--- src/rtl/hex_display_pkg.sv ---
// Shared constants and helpers for the multiplexed hex display driver.
package hex_display_pkg;

  // All segments off (active-low bus).
  localparam logic [6:0] SEG_BLANK = 7'h7F;

  // Active-low segment patterns, bit6=g ... bit0=a, indexed by nibble value.
  localparam logic [15:0][6:0] SEG_TABLE = {
    7'h0E, 7'h06, 7'h21, 7'h46,   // F E d C
    7'h03, 7'h08, 7'h10, 7'h00,   // b A 9 8
    7'h78, 7'h02, 7'h12, 7'h19,   // 7 6 5 4
    7'h30, 7'h24, 7'h79, 7'h40    // 3 2 1 0
  };

  // Counter width for a modulus of n; never narrower than one bit.
  function automatic int width_of(input int n);
    return (n > 1) ? $clog2(n) : 1;
  endfunction

  function automatic logic [6:0] hex_to_seg_n(input logic [3:0] nibble);
    return SEG_TABLE[nibble];
  endfunction

endpackage

--- src/rtl/hex_seg_decode.sv ---
// Combinational nibble to active-low seven-segment decoder.
module hex_seg_decode
  import hex_display_pkg::*;
(
  input  logic [3:0] nibble_i,
  output logic [6:0] seg_n_o
);

  assign seg_n_o = hex_to_seg_n(nibble_i);

endmodule

--- src/rtl/hex_display_scanner.sv ---
// Time-multiplexed N-digit hex display driver with leading-zero blanking
// and per-digit blink, scanning one shared active-low segment bus.
module hex_display_scanner
  import hex_display_pkg::*;
#(
  parameter int NUM_DIGITS  = 4,
  parameter int REFRESH_DIV = 50000,
  parameter int BLINK_TICKS = 250
) (
  input  logic                    CLOCK_50,
  input  logic                    reset,
  input  logic [4*NUM_DIGITS-1:0] value,
  input  logic                    load,
  input  logic                    blank_lz,
  input  logic [NUM_DIGITS-1:0]   blink_en,
  output logic [6:0]              seg_n,
  output logic [NUM_DIGITS-1:0]   dig_en_n,
  output logic                    slot_tick
);

  localparam int IDX_W = width_of(NUM_DIGITS);
  localparam int PRE_W = width_of(REFRESH_DIV);
  localparam int BLK_W = width_of(BLINK_TICKS);

  logic [4*NUM_DIGITS-1:0] shadow_q,    shadow_d;
  logic [PRE_W-1:0]        prescaler_q, prescaler_d;
  logic [IDX_W-1:0]        index_q,     index_d;
  logic [BLK_W-1:0]        blink_cnt_q, blink_cnt_d;
  logic                    phase_q,     phase_d;
  logic                    slot_tick_q, slot_tick_d;
  logic [6:0]              seg_n_q,     seg_n_d;
  logic [NUM_DIGITS-1:0]   dig_en_n_q,  dig_en_n_d;

  logic       tick;
  logic [3:0] cur_digit;
  logic       cur_blink;
  logic       lz_blank;
  logic [6:0] dec_seg_n;

  hex_seg_decode u_decode (
    .nibble_i (cur_digit),
    .seg_n_o  (dec_seg_n)
  );

  // Scan timing: prescaler, digit index, blink counter/phase and shadow load.
  always_comb begin
    // NOTE: every combinational output gets a default first so no path leaves it unassigned (no latches).
    tick        = (prescaler_q == PRE_W'(REFRESH_DIV - 1));
    prescaler_d = tick ? '0 : prescaler_q + PRE_W'(1);
    slot_tick_d = tick;
    index_d     = index_q;
    blink_cnt_d = blink_cnt_q;
    phase_d     = phase_q;
    shadow_d    = load ? value : shadow_q;
    if (tick) begin
      index_d = (index_q == IDX_W'(NUM_DIGITS - 1)) ? '0 : index_q + IDX_W'(1);
      if (blink_cnt_q == BLK_W'(BLINK_TICKS - 1)) begin
        blink_cnt_d = '0;
        phase_d     = ~phase_q;
      end else begin
        blink_cnt_d = blink_cnt_q + BLK_W'(1);
      end
    end
  end

  // Display path: select current digit, apply blanking, drive one enable low.
  always_comb begin
    cur_digit  = 4'h0;
    cur_blink  = 1'b0;
    dig_en_n_d = '1;
    // Digit 0 is never leading-zero blanked, so a zero value still shows "0".
    lz_blank   = blank_lz && (index_q != '0);
    for (int i = 0; i < NUM_DIGITS; i++) begin
      if (IDX_W'(i) == index_q) begin
        cur_digit     = shadow_q[4*i +: 4];
        cur_blink     = blink_en[i];
        dig_en_n_d[i] = 1'b0;
      end
      // Any non-zero digit at or above the current one means it is significant.
      if ((IDX_W'(i) >= index_q) && (shadow_q[4*i +: 4] != 4'h0)) begin
        lz_blank = 1'b0;
      end
    end
    seg_n_d = (lz_blank || (cur_blink && phase_q)) ? SEG_BLANK : dec_seg_n;
  end

  // State and output registers with synchronous reset.
  always_ff @(posedge CLOCK_50) begin
    // NOTE: sequential state uses non-blocking assignments so all registers update from pre-edge values.
    if (reset) begin
      shadow_q    <= '0;
      prescaler_q <= '0;
      index_q     <= '0;
      blink_cnt_q <= '0;
      phase_q     <= 1'b0;
      slot_tick_q <= 1'b0;
      seg_n_q     <= SEG_BLANK;
      dig_en_n_q  <= '1;
    end else begin
      shadow_q    <= shadow_d;
      prescaler_q <= prescaler_d;
      index_q     <= index_d;
      blink_cnt_q <= blink_cnt_d;
      phase_q     <= phase_d;
      slot_tick_q <= slot_tick_d;
      seg_n_q     <= seg_n_d;
      dig_en_n_q  <= dig_en_n_d;
    end
  end

  assign seg_n     = seg_n_q;
  assign dig_en_n  = dig_en_n_q;
  assign slot_tick = slot_tick_q;

endmodule

--- config.mk ---
export PLATFORM = sky130hd
export DESIGN_NAME = hex_display_scanner
export DESIGN_NICKNAME = d
export VERILOG_FILES = /design/src/rtl/hex_display_pkg.sv /design/src/rtl/hex_seg_decode.sv /design/src/rtl/hex_display_scanner.sv
export SDC_FILE = /design/constraint.sdc
export NUM_CORES = 1
export LEC_CHECK = 0
export BUFFER_PORTS_ARGS = -buffer_cell sky130_fd_sc_hd__buf_2
export CAP_MARGIN = 10
export CORE_MARGIN = 1.5
export CORE_UTILIZATION = 40
export CTS_BUF_LIST = sky130_fd_sc_hd__clkbuf_4 sky130_fd_sc_hd__clkbuf_8 sky130_fd_sc_hd__clkbuf_16
export CTS_CLUSTER_DIAMETER = 150
export CTS_CLUSTER_SIZE = 28
export DETAILED_ROUTE_END_ITERATION = 16
export GPL_TIMING_DRIVEN = 1
export PLACE_DENSITY_LB_ADDON = 0.3
export RECOVER_POWER = 50
export SLEW_MARGIN = 10
export SYNTH_ARGS = -nofsm -noshare
export SYNTH_HDL_FRONTEND = slang
export SYNTH_SLANG_ARGS = --single-unit
export TNS_END_PERCENT = 1
--- constraint.sdc ---
create_clock -name CLOCK_50 -period 2.6 [get_ports CLOCK_50]
set_input_delay 0.39 -clock CLOCK_50 [delete_from_list [all_inputs] [get_ports CLOCK_50]]
set_output_delay 0.39 -clock CLOCK_50 [all_outputs]
set_load 0.05 [all_outputs]
==> reports/results.txt, run 1 <==
Among all stages on the critical path, the largest delay is contributed by sky130_fd_sc_hd__dfxtp_1. The worst register-to-register path has a depth of 10. The worst hold path was traced through 3 stages. Leftover overflow at the end of global routing: 0.

In this run the tightest slew margin relative to its limit is 23.7%. Yosys printed 0 warnings. Counting along the longest clock path gives a buffer depth of 2. The met1 wire length was 2330 um.

Derived from the worst setup path, the maximum achievable clock frequency is 419 MHz. The largest fanout of any net on the critical path is 6. Walking the worst path, the cells encountered are inv_1, ha_1, nor2b_2, a221o_1, a22oi_2, inv_1, ha_1, inv_1, o21ai_1, a221o_1. The max-slew violation count was 0. The leakage power summed over all cells came out at 1.17 nW. For this run, asynchronously set or reset flops after synthesis account for 0%.

Of the total synthesized cell area, the portion taken by full adders, half adders and majority gates is 6.63%. The tools report the core region area as 0.00635 mm^2. Each instance of the synthesized netlist takes up on average 9.02 um^2. Sequential cells account for 58.3% of the total power.

The total of flip-flops plus latches after synthesis is 55. The post-detailed-route count of antenna-violating nets is 0. The capturing element type of the critical path is a flop. The synthesized design contains 0 enable-type register cells. After detailed placement, the total cell area comes to 0.00290 mm^2. The relative area change from synthesis to final layout came out at 12.8%. The run gives 0.00264 mm^2 as the post-synthesis cell area. Startpoint of the worst setup timing path: index_q[0].

The post-detailed-route via-to-cell ratio is 5.18, and the met2 layer wire length in the routed design is 2640 um. The synthesized netlist devotes 11.4% of its cell area to compound gates. The library cell with the largest summed area after synthesis is sky130_fd_sc_hd__dfxtp_1. At the worst endpoint, the arrival time is 2590 ps. Area of the die: 0.00710 mm^2. Max-cap violations in this run came to 0. The total vias in the final route was 2104. The die span in x is 84.3 um.

The number of placed instances, taps included, is 398. The distinct cell type count after synthesis is 44, and the proportion of layout cells with a drive suffix above 1 is 13.7%. STA puts the critical path data required time at 2800 ps. The number of ports placed on the die boundary was 36. The peak supply drop was 0.229 mV. Dividing total power by cell area gives a power density of 512 mW/mm^2. By area the synthesized netlist is led by sky130_fd_sc_hd__dfxtp_1 (42%), sky130_fd_sc_hd__mux2i_1 (7.2%), sky130_fd_sc_hd__ha_1 (6.6%), sky130_fd_sc_hd__nor2_1 (6.1%), sky130_fd_sc_hd__xnor2_1 (2.3%). In the synthesized netlist, the cells that appear most often are sky130_fd_sc_hd__dfxtp_1 (55), sky130_fd_sc_hd__nor2_1 (43), sky130_fd_sc_hd__mux2i_1 (19), sky130_fd_sc_hd__ha_1 (14), sky130_fd_sc_hd__nand2_1 (14). The biggest cell delay along the critical path was 430 ps.

The minimum period implied by the final worst setup slack works out to 2390 ps. The number of failing hold endpoints at the final stage is 0. In this run the top signal layer used is met4.

The post-route worst setup slack came out at 211 ps. Entering global routing, the biggest net connects 36 pins. The tools report the internal power summed over all cells as 1.12 mW. Of the total power, the share spent switching nets is 26.3%.

The routed length on met3 is 161 um. Reg-to-reg startpoint: index_q[0]. Synthesis produced a netlist whose cell count is 293.

Sequential cells were found to cover 41.7% of the synthesized design area. In this run the critical register-to-register path is captured at seg_n[6]. The classification of the worst setup path was flop to flop. After detailed routing, the number of remaining DRC violations is 0. Combinational family with the most area after synthesis: simple AND/OR/NAND/NOR gates. The first routing iteration left 85 violations.

The starting utilization of the core area was 41.6%; the share of cell area taken by muxes after synthesis was 7.20%. The H-tree was split into 2 levels. In this run the worst setup path terminates at seg_n[6]. The finished layout holds 406 standard cells, fillers aside. The most numerous cell type found on the critical path is sky130_fd_sc_hd__inv_1.

After the last flow step, the layout net total stands at 366. The number of rows in the core area was 29. Clock edge transition at the registers on the reported setup and hold paths: 90 ps.

Class of the most critical hold timing path: input port to flop. Of the total power, the clock network draws 30.3%. For this design the total switching power over the nets is 0.402 mW. The die extent in y is 84.3 um. The number of clock buffers added by TritonCTS is 5.

The total wirelength of the detailed-routed design is 5260 um, and the area share of xor/xnor cells in the synthesized design is 4.64%. The clock latency on the worst-skew pair was 310 ps. The tools report the flop-to-flop setup slack as 210 ps. The worst path uses 91.9% of the clock period. The synthesized-area fraction occupied by and/or/nand/nor cells came out at 24.3%.

For the count of final setup violators, the log shows 0. The number of buffers added on ports works out to 35. The logs give 0 for the initial antenna violation count and 55 for the number of clock sinks. The tools report the total design power as 1.53 mW. The run gives 331 as the net count after synthesis. The final design instance area without fill is 0.00298 mm^2. At the placement stage, the worst setup path has a slack of 84.8 ps.

STA classifies the critical path startpoint as a flop. The weighted congestion at the end of routability-driven global placement is 0.814, and the final core area utilization is 46.9%. TritonCTS built the clock tree. The cell sitting at the root of the clock tree is a sky130_fd_sc_hd__clkbuf_8. Buffers added to address setup during post-CTS repair amount to 0.

Combinational fraction of design power: 11.4%. In the final routed layout, each cell accounts on average for 13.0 um. The wire-length estimate of the detail-placed layout is 3840 um. The number of global-route vias before repair came out at 1961.

In the final timing run, aggregate negative setup slack is 0 ps. Global routing used 15.6% of the available tracks across all layers. At the pin with the least slew margin, the transition time is 1140 ps. Clock skew on the completed layout was measured at 3.09 ps. The pre-antenna-repair detailed-routing pass consisted of 4 iterations. Among all cell types in the netlist, the one instantiated most often is sky130_fd_sc_hd__dfxtp_1. Wire length of the first global-routing pass: 8990 um.

For this run, the leading register cell type out of synthesis is sky130_fd_sc_hd__dfxtp_1. For the worst hold margin, the log shows 313 ps. The run finished with clean final reports.

The repair_antennas step left the layout with diodes totalling 0. After synthesis, the largest area contributor takes up 41.7% of total cell area.
repair_timing:
item	4_1_cts	5_1_grt
endpoints found under the setup margin	0	5
hold buffers	0	0
resized for setup	0	3
registers in the layout, summed over array words and instances, names as in the netlist:
register and count:
phase_q 1, prescaler_q 16, blink_cnt_q 8, dig_en_n 4
slot_tick 1, index_q 2, seg_n 7, shadow_q 16
cell families (layout without fill, tap and decap cells):
kind of cell | Yosys count | in the layout
simple gates | 122 | 122
flops | 55 | 55
compound gates | 44 | 44
buf+inv | 25 | 61
mux | 19 | 19
fa+ha+maj | 14 | 14
xor+xnor | 14 | 14
placed cells by master, fill, tap and decap left out, types with 2 or more instances in the layout:
cell and instances:
sky130_fd_sc_hd__nor3b_1 3, sky130_fd_sc_hd__mux2i_1 19, sky130_fd_sc_hd__a21oi_1 12, sky130_fd_sc_hd__a221o_1 2
sky130_fd_sc_hd__xnor2_1 7, sky130_fd_sc_hd__a211oi_1 4, sky130_fd_sc_hd__nor3_1 3, sky130_fd_sc_hd__or4_1 4
sky130_fd_sc_hd__nand2_1 14, sky130_fd_sc_hd__nand3b_1 3, sky130_fd_sc_hd__inv_1 11, sky130_fd_sc_hd__or2_1 3
sky130_fd_sc_hd__ha_1 13, sky130_fd_sc_hd__buf_2 22, sky130_fd_sc_hd__nor4_1 3, sky130_fd_sc_hd__dfxtp_1 55
sky130_fd_sc_hd__nor2b_1 9, sky130_fd_sc_hd__clkbuf_1 14, sky130_fd_sc_hd__nor2_1 43, sky130_fd_sc_hd__o21ai_0 9
sky130_fd_sc_hd__a211o_1 3, sky130_fd_sc_hd__a211oi_2 2, sky130_fd_sc_hd__nand2b_1 6, sky130_fd_sc_hd__o22ai_1 4
sky130_fd_sc_hd__buf_4 6, sky130_fd_sc_hd__nand4_1 4, sky130_fd_sc_hd__xor2_1 7, sky130_fd_sc_hd__or3_1 5
sky130_fd_sc_hd__clkbuf_8 5, sky130_fd_sc_hd__and3_1 6, sky130_fd_sc_hd__clkinvlp_4 2, sky130_fd_sc_hd__nand3_1 9
worst min-delay path by stage:
stage / startpoint / slack (ps) / to
CTS: value[15] / 310 / shadow_q[15]
floorplan: prescaler_q[0] / 430 / prescaler_q[0]
detailed placement: prescaler_q[0] / 450 / prescaler_q[0]
global route: value[1] / 320 / shadow_q[1]
finish: value[15] / 310 / shadow_q[15]
global placement: prescaler_q[0] / 440 / prescaler_q[0]
cell type report:
type | instances | area, um^2
Fill cell | 610 | 3370
Multi-Input combinational cell | 213 | 1450
Sequential cell | 55 | 1100
Timing Repair Buffer | 42 | 208
Tap cell | 77 | 96.3
Clock buffer | 5 | 68.8
Inverter | 11 | 41.3
Clock inverter | 3 | 20.0
metal layers:
layer | vias up | track usage (%)
met5 | - | 0
met2 | 31 | 27.3
met1 | 976 | 18.5
met3 | 12 | 3.34
met4 | 0 | 6.41
li1 | 1085 | -
power groups by stage:
stage / combinational (mW) / sequential [mW] / clock, mW
floorplan: 0.0904 / 0.943 / 0
global placement: 0.174 / 0.909 / 0
detailed placement: 0.175 / 0.910 / 0
CTS: 0.176 / 0.890 / 0.482
global route: 0.192 / 0.894 / 0.511
finish: 0.174 / 0.891 / 0.462
critical path, delay by kind of cell, from the launching register on:
family,cells,cell delay [ps]
AND/OR/NAND/NOR,1,160
buffers and inverters,3,310
AO/OA/AOI/OAI,4,950
adder cells (fa/ha/maj),2,430
flip-flops,1,430
(Power assumes the default switching activity.)
==> inputs of run 2 (changes only) <==
Settings changed: ABC_AREA from default to 1.
==> reports/results.txt, run 2 <==
Of the cells placed in the final design, the portion with a size suffix greater than 1 is 13.4%. The most numerous cell in the Yosys netlist was sky130_fd_sc_hd__nand2_1. The post-route worst setup slack is 471 ps.

The worst hold margin is 289 ps. TritonCTS built the clock tree. The die covers 0.00773 mm^2. The largest fanout of any net on the critical path came out at 7. After routing, the total negative slack on setup checks comes to 0 ps. The share of total power dissipated in the clock network is 31.2%. The cell count after synthesis came out at 414.

The run gives 30 as the number of rows in the core area. The net count after synthesis came out at 452. At the pin with the least slew margin, the transition time is 819 ps. After synthesis, flip-flops and latches occupy 38.2% of the total area. The largest registers in the layout are prescaler_q x16, shadow_q x16, blink_cnt_q x8. For this run, design rule violations remaining after detail routing come to 0.

By area the synthesized netlist is led by sky130_fd_sc_hd__dfxtp_1 (38%), sky130_fd_sc_hd__nand2_1 (12%), sky130_fd_sc_hd__nor2_1 (8.1%), sky130_fd_sc_hd__nand3_1 (7.8%), sky130_fd_sc_hd__ha_1 (6.1%). Leftover overflow at the end of global routing: 0. At the later pin of the worst-skew pair, clock insertion delay measures 310 ps.

The library cell used most frequently in the layout, excluding fill and tap cells, is sky130_fd_sc_hd__nand2_1. The total vias in the final route is 2560. After synthesis the netlist holds a flip-flop and latch count of 55.

The run gives 2 as the maximum buffer depth of the clock tree. At the placement stage, the worst setup path has a slack of 546 ps. The number of global-route vias before repair was 2371; the routing usage on met3 was 2.54%. The number of clock sinks is 55, and the count of final setup violators is 0.

The count of yosys warnings during synthesis is 0. The run gives 0.00687 mm^2 as the core region area. The classification of the worst setup path is flop to flop. The tool flagged a number of max-cap violations equal to 0. Based on the critical path, the design can be clocked at up to 470 MHz. The final critical path takes up 81.9% of the cycle.

In this run, flip-flops and latches consume 56.8% of the power. Once the floorplan was initialized, standard cells occupied 42.0% of the core. Using the TritonRoute via totals, the vias-per-cell ratio works out to 4.71.

For the post-synthesis cell area, the log shows 0.00288 mm^2. At the worst endpoint, the arrival time is 2330 ps. Critical path launch point type: a flop. Routability-driven placement finished with a final weighted congestion of 0.843. The run gives 0 as the antenna diode instance count. For this design the total switching power over the nets is 0.437 mW. The first global-routing pass estimated 10200 um of wire. The aggregate global-route resource usage came out at 16.5%. Number of enable-type register cells in the synthesized netlist: 0.

The first TritonRoute pass finished after 4 iterations. The root buffer cell was sky130_fd_sc_hd__clkbuf_8. For the leakage power summed over all cells, the log shows 1.36 nW.

The layer flagged by global routing as most heavily used is met2. The flow ran to the end, and the final reports show no timing, DRC or antenna violations. Die extent in y: 87.9 um. The clock tree synthesis step divided the H-tree into 2 levels.

Of all cell types, the one taking the most synthesized area is sky130_fd_sc_hd__dfxtp_1. The peak supply drop was 0.260 mV; the estimated wirelength of the detail-placed design was 4420 um. The number of hold buffers added after CTS was 0.

The logs give 1.13 mW for the internal power summed over all cells and 2810 ps for the required time at the worst-slack endpoint. Measured along the x axis, the die boundary spans 87.9 um. The tools report the post-cts resize count as 0.

Dividing the detail-routed wire length by the instance count gives 10.9 um. The logs give 26 for the maximum number of pins on one net before global-route repair and 28.2% for the global-route track usage on met2. Leaving out fill and tap cells, the most frequent cells in the layout are sky130_fd_sc_hd__nand2_1 (93), sky130_fd_sc_hd__nor2_1 (62), sky130_fd_sc_hd__dfxtp_1 (55).

The initial antenna violation count is 0. The minimum period implied by the final worst setup slack was 2130 ps; the first-iteration detailed-routing DRC count was 98. Setup repair after global routing left no endpoint under its margin. Once the clock tree was built, the setup fixing pass inserted 0 buffers. The number of nets in the layout came out at 485. Primary flip-flop cell chosen by synthesis mapping: sky130_fd_sc_hd__dfxtp_1. Synthesis instantiated 30 different standard cells from the library. The completed layout was analyzed and its total power is 1.57 mW. The proportion of netlist area held by the largest area contributor is 38.2%. Clock-pin slew was measured on the worst setup and hold paths at 100 ps. For the clock skew, the log shows 9.10 ps. The tools report the combinational fraction of design power as 12.0%. The count of nets left with antenna violations once routing finished came out at 0. The met1 usage came out at 21.6%. The run gives 0 as the max-slew violation count.

Wires add up to 5930 um. Buffers inserted during clock tree synthesis total 5. Power spread over the standard cell area amounts to 494 mW/mm^2. By count the netlist is led by sky130_fd_sc_hd__nand2_1 (92), sky130_fd_sc_hd__nor2_1 (62), sky130_fd_sc_hd__dfxtp_1 (55), sky130_fd_sc_hd__nand3_1 (45), sky130_fd_sc_hd__inv_1 (44). The switching power share of the total came out at 27.9%. The worst setup path is captured at a flop. The min-delay analysis places its worst path in the category input port to flop. Relative area change from synthesis to final layout: 10.0%. The number of failing hold endpoints at the final stage came out at 0. The number of buffers added on ports came out at 35. The mean post-synth cell area is 6.96 um^2, and the fraction of synthesis flops using an asynchronous set or reset pin is 0%.

The run gives 45.3% as the worst relative slew slack. During I/O placement, the number of pins put on the boundary was 36.
## run 2: cell count changes in the layout (fill, tap and decap cells not counted), sizes merged, moves of 18 or more
| cell | previous run | this run |
|---|---|---|
| a21oi | 12 | 30 |
| inv | 11 | 50 |
| mux2i | 19 | 0 |
| nand2 | 14 | 99 |
| nand3 | 9 | 45 |
| nor2 | 43 | 67 |
## run 2: critical path, stage by stage (launching register included)
cell and delay [ps]:
sky130_fd_sc_hd__dfxtp_1 410, sky130_fd_sc_hd__inv_1 100, sky130_fd_sc_hd__ha_1 290, sky130_fd_sc_hd__inv_2 140
sky130_fd_sc_hd__nand2_1 70, sky130_fd_sc_hd__nand3_1 70, sky130_fd_sc_hd__nand2_1 60, sky130_fd_sc_hd__nand2_1 170
sky130_fd_sc_hd__inv_1 110, sky130_fd_sc_hd__ha_1 230, sky130_fd_sc_hd__nand3_1 90, sky130_fd_sc_hd__nor2_1 40
sky130_fd_sc_hd__nor2_1 160, sky130_fd_sc_hd__nand2_1 70
## run 2: through the flow
step	area, um^2	util [%]	instances
finish	3170	46.2	544
global placement	3120	45.4	536
floorplan	2880	-	414
CTS	3200	46.6	544
detailed placement	3120	45.4	536
global route	3170	46.2	544
## run 2: power by group through the flow
stage	Sequential [mW]	Clock (mW)	Combinational [mW]
2_1_floorplan	0.947	0	0.103
3_3_place_gp	0.909	0	0.191
3_5_place_dp	0.908	0	0.193
4_1_cts	0.889	0.500	0.193
5_1_grt	0.892	0.527	0.209
6_report	0.889	0.489	0.188
## run 2: cells by family (layout without fill, tap and decap cells)
group	after synthesis	in the layout	share of synthesized area (%)
AOI/OAI and AO/OA	54	54	11.1
xor gates and xnor gates	3	3	0.912
adders and majority gates	14	14	6.08
buffers and inverters	59	93	8.68
DFF	55	55	38.2
and+or+nand+nor	229	229	35.0
## run 2: path summary, 6_finish.rpt
kind	start	to	slack (ps)	cells past startpoint
setup / recovery	index_q[1]	seg_n[0]	470	13
hold / removal	value[8]	shadow_q[8]	290	3
setup reg to reg	index_q[1]	seg_n[0]	470	13
hold reg to reg	prescaler_q[0]	prescaler_q[0]	470	1
## run 2: layout make-up
| class | count | area, um^2 |
|---|---|---|
| inverters | 50 | 188 |
| repair buffers | 35 | 159 |
| flip-flops and latches | 55 | 1100 |
| clock buffers | 6 | 76.3 |
| fillers | 707 | 3700 |
| multi-input cells | 300 | 1520 |
| clock inverters | 2 | 12.5 |
| well taps | 96 | 120 |
## run 2: metal layers
metal  routed length (um)  up-vias
met5                    0        -
met1                 3000     1136
met3                  208        4
li1                     -     1378
met2                 2690       42
met4                   42        0
